### src/rtl/shared_reg_arbiter_pkg.sv
// rtl/shared_reg_arbiter_pkg.sv - shared types and constants for the register-bank arbiter
// Contents: FSM state encoding, rw direction constants, default bank geometry.
package shared_reg_arbiter_pkg;

  typedef enum logic {
    ST_IDLE = 1'b0,
    ST_BUSY = 1'b1
  } state_t;

  localparam logic RW_WRITE = 1'b1;
  localparam logic RW_READ  = 1'b0;

  localparam int DEFAULT_WIDTH = 16;
  localparam int DEFAULT_DEPTH = 4;

endpackage

### src/rtl/shared_reg_arbiter_rr_pick.sv
// rtl/shared_reg_arbiter_rr_pick.sv - combinational round-robin winner selector
// Ports:
//   eligible  in   NREQ  requesters that may be granted this cycle
//   last      in   2     index of the previous winner (search starts one past it)
//   winner    out  2     selected requester index (0 when valid is low)
//   valid     out  1     at least one requester was eligible
module shared_reg_arbiter_rr_pick #(
  parameter int NREQ = 2
) (
  input  logic [NREQ-1:0] eligible,
  input  logic [1:0]      last,
  output logic [1:0]      winner,
  output logic            valid
);

  // Walk the ring starting just after the last winner; the first eligible
  // requester found wins. The last winner itself is visited last.
  always_comb begin
    winner = '0;
    valid  = 1'b0;
    for (int k = 1; k <= NREQ; k++) begin
      for (int j = 0; j < NREQ; j++) begin
        if (!valid && eligible[j] && (j == ((int'(last) + k) % NREQ))) begin
          valid  = 1'b1;
          winner = 2'(j);
        end
      end
    end
  end

endmodule

### src/rtl/shared_reg_arbiter.sv
// rtl/shared_reg_arbiter.sv - round-robin controller sharing a small register bank
// Ports:
//   clk       in   1           rising-edge clock
//   reset     in   1           synchronous active-high reset
//   req       in   NREQ        per-requester request, held until its ack
//   rw        in   NREQ        per-requester direction, 1 = write, 0 = read
//   addr      in   NREQ*AW     flattened word addresses, requester i at [i*AW +: AW]
//   wdata     in   NREQ*WIDTH  flattened write data, requester i at [i*WIDTH +: WIDTH]
//   rdata     out  WIDTH       read data, meaningful while a read's ack is high; holds otherwise
//   ack       out  NREQ        one-hot single-cycle completion pulse
//   busy      out  1           access in progress
//   grant_id  out  2           current or most recent winner
module shared_reg_arbiter
  import shared_reg_arbiter_pkg::*;
#(
  parameter int NREQ  = 2,
  parameter int WIDTH = DEFAULT_WIDTH,
  parameter int DEPTH = DEFAULT_DEPTH,
  parameter int AW    = 2
) (
  input  logic                  clk,
  input  logic                  reset,
  input  logic [NREQ-1:0]       req,
  input  logic [NREQ-1:0]       rw,
  input  logic [NREQ*AW-1:0]    addr,
  input  logic [NREQ*WIDTH-1:0] wdata,
  output logic [WIDTH-1:0]      rdata,
  output logic [NREQ-1:0]       ack,
  output logic                  busy,
  output logic [1:0]            grant_id
);

  state_t            state, next_state;
  logic [1:0]        last_winner;
  logic [NREQ-1:0]   eligible;
  logic [1:0]        pick_id;
  logic              pick_valid;
  logic [WIDTH-1:0]  bank [DEPTH];

  logic              cur_rw;
  logic [AW-1:0]     cur_addr;
  logic [WIDTH-1:0]  cur_wdata;
  logic [NREQ-1:0]   grant_onehot;

  // A requester whose ack is high this cycle has not yet had a chance to
  // drop req, so it must not be regranted on this edge.
  assign eligible = req & ~ack;

  shared_reg_arbiter_rr_pick #(
    .NREQ (NREQ)
  ) u_rr_pick (
    .eligible (eligible),
    .last     (last_winner),
    .winner   (pick_id),
    .valid    (pick_valid)
  );

  // Route the granted requester's fields onto the shared access path.
  always_comb begin
    cur_rw       = RW_READ;
    cur_addr     = '0;
    cur_wdata    = '0;
    grant_onehot = '0;
    for (int i = 0; i < NREQ; i++) begin
      if (grant_id == 2'(i)) begin
        cur_rw          = rw[i];
        cur_addr        = addr[i*AW +: AW];
        cur_wdata       = wdata[i*WIDTH +: WIDTH];
        grant_onehot[i] = 1'b1;
      end
    end
  end

  always_ff @(posedge clk) begin
    if (reset) begin
      state <= ST_IDLE;
    end else begin
      state <= next_state;
    end
  end

  always_comb begin
    next_state = state;
    case (state)
      ST_IDLE: if (pick_valid) next_state = ST_BUSY;
      ST_BUSY: next_state = ST_IDLE;
      default: next_state = ST_IDLE;
    endcase
  end

  assign busy = (state == ST_BUSY);

  always_ff @(posedge clk) begin
    if (reset) begin
      for (int i = 0; i < DEPTH; i++) begin
        bank[i] <= '0;
      end
      rdata       <= '0;
      ack         <= '0;
      grant_id    <= '0;
      // Pointing at the highest index makes requester 0 first in line.
      last_winner <= 2'(NREQ - 1);
    end else begin
      ack <= '0;
      if (state == ST_IDLE && pick_valid) begin
        grant_id <= pick_id;
      end
      if (state == ST_BUSY) begin
        if (cur_rw == RW_WRITE) begin
          bank[cur_addr] <= cur_wdata;
        end else begin
          rdata <= bank[cur_addr];
        end
        ack         <= grant_onehot;
        last_winner <= grant_id;
      end
    end
  end

endmodule

### config.mk
export PLATFORM = sky130hd
export DESIGN_NAME = shared_reg_arbiter
export DESIGN_NICKNAME = d
export VERILOG_FILES = /design/src/rtl/shared_reg_arbiter_pkg.sv /design/src/rtl/shared_reg_arbiter_rr_pick.sv /design/src/rtl/shared_reg_arbiter.sv
export SDC_FILE = /design/constraint.sdc
export NUM_CORES = 1
export LEC_CHECK = 0
export CAP_MARGIN = 20
export CORE_MARGIN = 2
export CORE_UTILIZATION = 55
export CTS_BUF_LIST = sky130_fd_sc_hd__clkbuf_16
export DETAILED_ROUTE_END_ITERATION = 7
export HOLD_SLACK_MARGIN = 0.12
export PLACE_DENSITY = 0.83
export SLEW_MARGIN = 20
export SYNTH_ARGS = -nofsm -noshare
export SYNTH_HDL_FRONTEND = slang
export SYNTH_SLANG_ARGS = --single-unit
### constraint.sdc
create_clock -name clk -period 5 [get_ports clk]
set_input_delay 0.75 -clock clk [delete_from_list [all_inputs] [get_ports clk]]
set_output_delay 0.75 -clock clk [all_outputs]
set_load 0.005 [all_outputs]
==> qor.yml <==
status: "completed"
diodes: 0
critical_path_class: "input pin to flop"
ctsResizeCount: 0
crit_start: "reset"
synth.net_count: 450
clkLatencyLatePin_ns: 0.34
cts_buffer_depth: 2
vias: 3312
synth_top_area_share_pct: 45.4
port_buffers: 61
rows: 31
critical_path_required_ns: 4.94
grt_first_pass_wirelength_mm: 16.4
grt_max_degree: 33
timing.rr.start: "grant_id[0]"
track_usage_pct: 26.4
rsz0062_at_grt: "no"
synthAdderAreaFrac_pct: 0
switching_share_pct: 26.3
finalNonFillerCells: 557
synthSimpleGateAreaFrac_pct: 22.1
avgRoutedWirePerCell_microns: 19.0
synth_top_family_by_area: "simple AND/OR/NAND/NOR gates"
crit_path_end_kind: "flop"
critPathCapture: "bank[2][15]"
hold_path.class: "flop to flop"
pre_cts_ws_ns: 1.17
irDropWorstVdd_v: 0.000202
clk_pin_slew_ns: 0.06
placed_cells: 540
power_mw: 1.70
syn_to_final_growth_pct: 20.9
synth_top_area_cell: "edfxtp_1"
synth_cells: 408
cts_inserted_buffers: 9
r2r_end: "bank[2][15]"
comb_power_share_pct: 15.3
power_density_nw_per_um2: 332
clock_skew_ns: 0.00587
post_cts_buffers: 0
arrival_ns: 3.44
cell_internal_pwr_mw: 1.25
nNetsFinal: 495
slew_viol_final: 0
place.gp.congestion: 1.05
syn_avg_cell_area_sq_um: 10.4
fin_crit_sh_pct: 70.1
hpwl_mm: 7.86
fin_crit_ns: 3.50
dr.pass1.iters: 5
clkPwrFrac_pct: 36.5
cts_tree: "done"
via_per_inst: 5.95
pwr-share-seq_pct: 48.2
p_sw_mw: 0.446
synth_area_leaders: "edfxtp_1, dfxtp_1, a22o_1, nand2_1, nor2_1"
fp.dieH_microns: 91.7
hold_slack_ns: 0.494
drt_iter0_markers: 431
start_kind: "input pin"
start_util_pct: 57.4
antenna_found_initial: 0
slew_headroom_pct: 26.8
post_dp_cell_area_sq_um: 4830
synth-xor-area-share_pct: 0
grt_overflow_total: 0
num_io_pins: 63
post-route-util_pct: 69.4
layout-drive-gt1-share_pct: 10.0
synth-compound-area-share_pct: 13.1
rrSetupSlack_ns: 1.83
setup_slack_ns: 1.50
dieWidth_microns: 91.7
route.antenna.remaining_nets: 0
root_buffer: "clkbuf_16"
critical_path.max_fanout: 24
ys_types: 27
maxCapViolations: 0
cts_max_level: 3
fmax_ghz: 0.285
syn-cell-area_sq_um: 4230
r2r_cells: 5
ys_ff_latch: 85
tns_ns: 0
hold_viol_final: 0
grt_pass1_vias: 3041
cts_sinks: 85
fin_area_sq_um: 5120
postCtsHoldBufs: 0
drc_errors: 0
p_leak_nw: 1.83
wirelength_mm: 10.6
die_area_sq_um: 8410
synthMuxAreaShare_pct: 4.73
core_sq_um: 7370
finalSetupViolations: 0
synth_warnings: 0
worst_slew_pin_slew_ns: 1.09
ys_seq_area_share_pct: 55.3
==> cells in the final DEF (no fill, tap or decap), types with 8 or more instances in the layout <==
| master | netlist | routed |
|---|---|---|
| nand2_1 | 67 | 67 |
| mux2i_1 | 16 | 16 |
| nor2_4 | 10 | 11 |
| nor2b_1 | 33 | 33 |
| edfxtp_1 | 64 | 64 |
| a22o_1 | 32 | 32 |
| clkdlybuf4s50_1 | 0 | 61 |
| clkbuf_16 | 0 | 9 |
| nor2_2 | 10 | 10 |
| o22ai_1 | 17 | 17 |
| nor2_1 | 64 | 63 |
| nand2b_1 | 8 | 8 |
| dfxtp_1 | 21 | 21 |
| a211oi_1 | 17 | 17 |
==> area by class of cell <==
| type | instances | area (sq um) |
|---|---|---|
| clock buffer | 9 | 225 |
| timing repair buffer | 68 | 663 |
| tap | 99 | 124 |
| sequential | 85 | 2340 |
| multi-input combinational | 286 | 1700 |
| clock inverter | 7 | 50.0 |
| fill | 546 | 2250 |
| inverter | 3 | 11.3 |
==> synthesized netlist by cell type, drive strengths merged <==
cell type  number
a22o           32
mux2            2
edfxtp         64
conb            1
a41o            1
dfxtp          21
buf            19
mux2i          17
a211oi         17
o22ai          17
a21oi           2
clkbuf         15
nor2b          33
nor2           84
or3             2
o21ai           2
nand2b          8
inv             3
a311o           1
nand2          67
==> power by group through the flow <==
stage / sequential, mW / clock [mW] / combinational [mW]
floorplan: 0.825 / 0 / 0.157
global placement: 0.831 / 0 / 0.253
detailed placement: 0.832 / 0 / 0.256
CTS: 0.817 / 0.613 / 0.257
global route: 0.821 / 0.641 / 0.280
finish: 0.818 / 0.619 / 0.260
==> worst min path at each step <==
stage | startpoint | slack [ns] | depth (start not counted) | to
after floorplan | last_winner[0] | 0.44 | 2 | last_winner[0]
after global placement | last_winner[0] | 0.46 | 2 | last_winner[0]
after detailed placement | last_winner[0] | 0.49 | 2 | last_winner[0]
after CTS | last_winner[0] | 0.50 | 2 | last_winner[0]
after global routing | rdata[9] | 0.53 | 2 | rdata[9]
final | last_winner[0] | 0.49 | 2 | last_winner[0]
==> state kept, by name, indices dropped and copies added, names as in the netlist <==
register,cells
bank,64
rdata,16
ack,2
busy,1
grant_id,1
last_winner,1
==> cell families (layout without fill, tap and decap cells) <==
family	after synthesis	after routing
buffers and inverters	37	87
flip-flops	85	85
AND/OR/NAND/NOR	194	194
AO/OA/AOI/OAI	72	72
other	1	1
multiplexers	19	19
==> critical path: stages <==
cell and delay (ns):
clkdlybuf4s50_1 0.46, buf_4 0.28, nand2b_1 0.19, nand2b_1 0.58
nand2b_1 0.61, nand2b_1 0.55
==> metal layers <==
metal / track usage [%] / share of wire (%) / wire length [microns] / vias to the layer above
li1: - / - / - / 1520
met1: 36.0 / 40 / 4270 / 1544
met2: 40.7 / 47 / 4930 / 216
met3: 4.52 / 8.6 / 914 / 32
met4: 13.6 / 4.6 / 489 / 0
met5: 0 / 0 / 0 / -
Power figures use the tool's default switching activity.
